### src/rtl/sdio_blkcheck.sv
// Block framing checker: counts words per block, flags short/long blocks, counts completed blocks.
// Latency: error pulses and count update one cycle after the word-accept strobe.
// Backpressure: none; observes the accept strobe only, so stalls never stretch or delay pulses.
module sdio_blkcheck #(
    parameter int BLKWORDS = 128
) (
    input  logic        i_clk,
    input  logic        i_reset_n,
    input  logic        i_stb,
    input  logic        i_last,
    output logic        o_at_end,
    output logic        o_err_short,
    output logic        o_err_long,
    output logic [15:0] o_blk_count
);
    localparam int CW = $clog2(BLKWORDS) + 1;
    localparam logic [CW-1:0] LASTW = CW'(BLKWORDS - 1);

    logic [CW-1:0] wcnt;

    // High while the next accepted word is the final one of a full-size block.
    assign o_at_end = (wcnt == LASTW);

    always_ff @(posedge i_clk) begin
        if (!i_reset_n) begin
            wcnt        <= '0;
            o_err_short <= 1'b0;
            o_err_long  <= 1'b0;
            o_blk_count <= '0;
        end else begin
            o_err_short <= i_stb && i_last && !o_at_end;
            o_err_long  <= i_stb && !i_last && o_at_end;
            if (i_stb) begin
                // A missing s_last still closes the block so the count resynchronises.
                if (i_last || o_at_end) begin
                    wcnt        <= '0;
                    o_blk_count <= o_blk_count + 16'd1;
                end else begin
                    wcnt <= wcnt + CW'(1);
                end
            end
        end
    end
endmodule

### src/rtl/sdio_ostream_bytes.sv
// Serialises SW-bit stream words into bytes, one byte per cycle, with block framing checks.
// Latency: first byte of a word is valid the cycle after the word handshake.
// Backpressure: holds m_data/m_last while m_ready=0; s_ready only rises as the last byte leaves.
module sdio_ostream_bytes #(
    parameter int SW                = 32,
    parameter bit OPT_LITTLE_ENDIAN = 1'b0,
    parameter int BLKWORDS          = 128
) (
    input  logic          i_clk,
    input  logic          i_reset_n,
    input  logic          s_valid,
    output logic          s_ready,
    input  logic [SW-1:0] s_data,
    input  logic          s_last,
    output logic          m_valid,
    input  logic          m_ready,
    output logic [7:0]    m_data,
    output logic          m_last,
    output logic          o_err_short,
    output logic          o_err_long,
    output logic [15:0]   o_blk_count
);
    localparam int NB = SW / 8;
    localparam int IW = $clog2(NB);
    localparam logic [IW-1:0] LASTB = IW'(NB - 1);

    typedef enum logic {EMPTY, SHIFT} state_t;

    state_t        state, state_nxt;
    logic [SW-1:0] hold;
    logic [IW-1:0] byte_idx;
    logic          hold_last;
    logic          at_last_byte;
    logic          word_acc;
    logic          byte_acc;
    logic          blk_at_end;

    assign m_valid      = (state == SHIFT);
    assign at_last_byte = (byte_idx == LASTB);
    assign s_ready      = !m_valid || (m_ready && at_last_byte);
    assign word_acc     = s_valid && s_ready;
    assign byte_acc     = m_valid && m_ready;
    assign m_data       = OPT_LITTLE_ENDIAN ? hold[7:0] : hold[SW-1:SW-8];
    assign m_last       = hold_last && at_last_byte;

    always_ff @(posedge i_clk) begin
        if (!i_reset_n) begin
            state <= EMPTY;
        end else begin
            state <= state_nxt;
        end
    end

    always_comb begin
        state_nxt = state;
        case (state)
            EMPTY:   if (word_acc) state_nxt = SHIFT;
            SHIFT:   if (byte_acc && at_last_byte && !word_acc) state_nxt = EMPTY;
            default: state_nxt = EMPTY;
        endcase
    end

    // A word accept while SHIFT implies its last byte is leaving, so reload wins over shift.
    always_ff @(posedge i_clk) begin
        if (!i_reset_n) begin
            hold      <= '0;
            byte_idx  <= '0;
            hold_last <= 1'b0;
        end else if (word_acc) begin
            hold      <= s_data;
            hold_last <= s_last || blk_at_end;
            byte_idx  <= '0;
        end else if (byte_acc && !at_last_byte) begin
            byte_idx <= byte_idx + IW'(1);
            hold     <= OPT_LITTLE_ENDIAN ? {8'h00, hold[SW-1:8]} : {hold[SW-9:0], 8'h00};
        end
    end

    sdio_blkcheck #(
        .BLKWORDS(BLKWORDS)
    ) u_blkcheck (
        .i_clk       (i_clk),
        .i_reset_n   (i_reset_n),
        .i_stb       (word_acc),
        .i_last      (s_last),
        .o_at_end    (blk_at_end),
        .o_err_short (o_err_short),
        .o_err_long  (o_err_long),
        .o_blk_count (o_blk_count)
    );
endmodule

### config.mk
export PLATFORM = sky130hd
export DESIGN_NAME = sdio_ostream_bytes
export DESIGN_NICKNAME = d
export VERILOG_FILES = /design/src/rtl/sdio_blkcheck.sv /design/src/rtl/sdio_ostream_bytes.sv
export SDC_FILE = /design/constraint.sdc
export NUM_CORES = 1
export LEC_CHECK = 0
export BUFFER_PORTS_ARGS = -buffer_cell sky130_fd_sc_hd__buf_2
export CAP_MARGIN = 20
export CORE_ASPECT_RATIO = 0.8
export CORE_UTILIZATION = 53
export DETAILED_ROUTE_END_ITERATION = 12
export PLACE_DENSITY = 0.79
export RECOVER_POWER = 100
export SLEW_MARGIN = 20
export SYNTH_ARGS = -nofsm -noshare
export SYNTH_HDL_FRONTEND = slang
export SYNTH_SLANG_ARGS = --single-unit
### constraint.sdc
create_clock -name i_clk -period 5.6 [get_ports i_clk]
set_clock_uncertainty 0.15 [all_clocks]
set_input_delay 0.56 -clock i_clk [delete_from_list [all_inputs] [get_ports i_clk]]
set_output_delay 0.56 -clock i_clk [all_outputs]
set_load 0.05 [all_outputs]
==> impl_metrics.ini <==
[job]
drv_cap = 1

[power]
p_per_area_nw_per_um2 = 301
p_int_uw = 729
leakagePower_uw = 0.00135
p_switching_uw = 255
p_sw_share_pct = 25.9
clkPwrFrac_pct = 39.9
power_frac_seq_pct = 48.2
ir_drop_v = 0.000251
combPwrFrac_pct = 11.9

[yosys]
synth_top_area_share_pct = 43.4
synthTopCellsByArea = dfxtp_1 (43%), mux2i_1 (8.8%), a211oi_1 (6.3%)
synth_compound_area_share_pct = 17.3
synth_edf_count = 0
synthXorXnorAreaFrac_pct = 1.84
synthFlopType = dfxtp_1
synth_top_family_by_area = simple AND/OR/NAND/NOR gates
synth-async-reset-ratio_pct = 0
avgSynthCellArea_um2 = 8.79
synth_warnings = 0
ys_ff_latch = 62
ys_types = 35
netlist_instances = 325
syn-num-nets = 365
synthesis.area_um2 = 2860
yosys.area_share.simple_pct = 20.9
synthAdderAreaFrac_pct = 1.31
synthMuxAreaShare_pct = 8.76
ys_seq_area_share_pct = 43.4
synth_top_cell_by_area = dfxtp_1

[layout]
final_cell_mix = dfxtp_1 (62), nor2_1 (39), buf_2 (36), clkbuf_1 (30), mux2i_1 (25)
diodes = 0
layout.nets = 411
fin_util_pct = 64.2
nFillCells = 477
drive_gt1_share_pct = 14.4
syn_to_final_growth_pct = 14.4
final_common_cell = dfxtp_1

[routing]
drt_iter0_markers = 113
ant_nets = 0
drc = 8
drt_wl_total_um = 6280
avgViaCountPerCell = 5.60
post_drt_wl_per_cell_um = 14.3
vias = 2452
drt-pass1-iter-count = 8

[critical_path]
worstPathMaxFanout = 58
crit_required_ns = 5.64
path_class = register to register
rr_endpoint = u_blkcheck.wcnt[4]
timing.rr.start = byte_idx[0]
rrSetupSlack_ns = 1.98
cp.arrival_ns = 3.66
r2r_cells = 5
worst_setup_path_start_kind = register
end_kind = register

[clock_network]
cts-root-buf = clkbuf_8
cts_tree = yes
post_cts_buffers = 0
htreeDepth = 3
clkTransAtPathRegs_ns = 0.07
clk_latency_ns = 0.33
cts_sinks = 62
hold_buffers = 0
cts_resized = 0
ctsLongestPathBuffers = 2
cts_inserted_buffers = 9

[die]
dieArea_um2 = 5690
num_rows = 23
io_pins = 66
fp.coreArea_um2 = 5090
die_h_um = 67.7
start_util_pct = 56.1
die_w_um = 84.1

[timing]
rsz0062_at_grt = no
hold_ws_ns = 0.306
worst_slew_pin_slew_ns = 1.71
finalCritPeriodShare_pct = 64.6
min_period_ns = 3.62
finalHoldViolCount = 0
tns_ns = 0
fmax_mhz = 276
slew_violations = 59
finalSetupViolCount = 0
slew_headroom_pct = -14.4

[placement]
place_congestion = 0.770
hpwl_um = 4220
portBuffers = 65

[worst_hold_path]
holdPathStages = 2
hold_end = u_blkcheck.o_err_long
worstHoldStart = s_last
hold_path.class = input port to register

[global_route]
grt_max_degree = 59
antenna_found_initial = 0
grt_pass1_vias = 2213
grtUsageTotal_pct = 22.8
overflow = 0
grt_first_pass_wirelength_um = 10100

[status]
violations = design-rule violations, max-capacitance violations, max-slew violations
outcome = finished, violations left
critical path: stages, from the launching register on:
cell and delay, ns:
dfxtp_1 0.35, ha_1 0.20, a21bo_1 0.52, nand2_1 1.13, o21ai_0 1.01, nor2_1 0.11
per-layer routing:
| metal | routed length, µm | track usage [%] | vias up | part of all wire (%) |
|---|---|---|---|---|
| met5 | 0 | 0 | - | 0 |
| met4 | 46 | 6.03 | 0 | 0.73 |
| met3 | 336 | 7.33 | 6 | 5.3 |
| met2 | 2840 | 38.1 | 52 | 45 |
| met1 | 3060 | 28.8 | 1131 | 49 |
| li1 | - | - | 1263 | - |
stage by stage:
stage | instances | worst slack, ns | power [µW] | area, µm²
after detailed placement | 422 | 2.88 | 602 | 3110
after global routing | 438 | 1.63 | 1020 | 3270
final | 438 | 1.98 | 984 | 3270
after CTS | 438 | 2.93 | 994 | 3310
after floorplan | 325 | 3.36 | 576 | 2860
after global placement | 422 | 2.95 | 598 | 3110
how the worst max path moves through the flow:
stage,slack (ns),end,startpoint,cells past startpoint
after detailed placement,2.88,u_blkcheck.o_blk_count[6],m_ready,5
after global placement,2.95,u_blkcheck.o_blk_count[6],m_ready,5
final,1.98,u_blkcheck.wcnt[4],byte_idx[0],5
after floorplan,3.36,s_ready,m_valid,3
after CTS,2.93,u_blkcheck.o_blk_count[6],byte_idx[0],5
after global routing,1.63,u_blkcheck.wcnt[5],byte_idx[0],5
synth_stat cells, drive strengths merged, types with 2 or more instances:
| master | count |
|---|---|
| a211oi | 24 |
| a21oi | 21 |
| and2 | 5 |
| and3 | 2 |
| and4 | 4 |
| buf | 22 |
| clkbuf | 10 |
| dfxtp | 62 |
| ha | 3 |
| inv | 4 |
| mux2i | 25 |
| nand2 | 22 |
| nand2b | 2 |
| nand3 | 18 |
| nand3b | 2 |
| nand4 | 7 |
| nor2 | 39 |
| o21a | 8 |
| o21ai | 8 |
| o31ai | 10 |
| or3 | 4 |
| or4 | 11 |
| xor2 | 5 |
final cells by class:
type	instances	area, µm²	share of cell area (%)
Clock buffer	12	155	4.74
Clock inverter	4	45.0	1.38
Inverter	4	15.0	0.459
Multi-Input combinational cell	227	1430	43.8
Sequential cell	62	1240	37.9
Tap cell	62	77.6	2.37
Timing Repair Buffer	67	304	9.30
flip-flops by register name (all words and copies together) (netlist names):
name and flops:
u_blkcheck.o_err_short 1, u_blkcheck.wcnt 8, m_valid 1, hold_last 1
byte_idx 2, hold 32, u_blkcheck.o_blk_count 16, u_blkcheck.o_err_long 1
power by group through the flow:
stage | Clock, µW | Combinational, µW | Sequential [µW]
2_1_floorplan | 0 | 91.8 | 485
3_3_place_gp | 0 | 115 | 483
3_5_place_dp | 0 | 118 | 484
4_1_cts | 401 | 119 | 474
5_1_grt | 421 | 127 | 477
6_report | 393 | 117 | 475
cells by family after synthesis:
family | Yosys count
AO/OA/AOI/OAI | 75
buffers and inverters | 36
AND/OR/NAND/NOR | 118
flip-flops | 62
XOR/XNOR | 6
adder cells (fa/ha/maj) | 3
multiplexers | 25
Note: power is estimated with default switching activity, not from simulation.
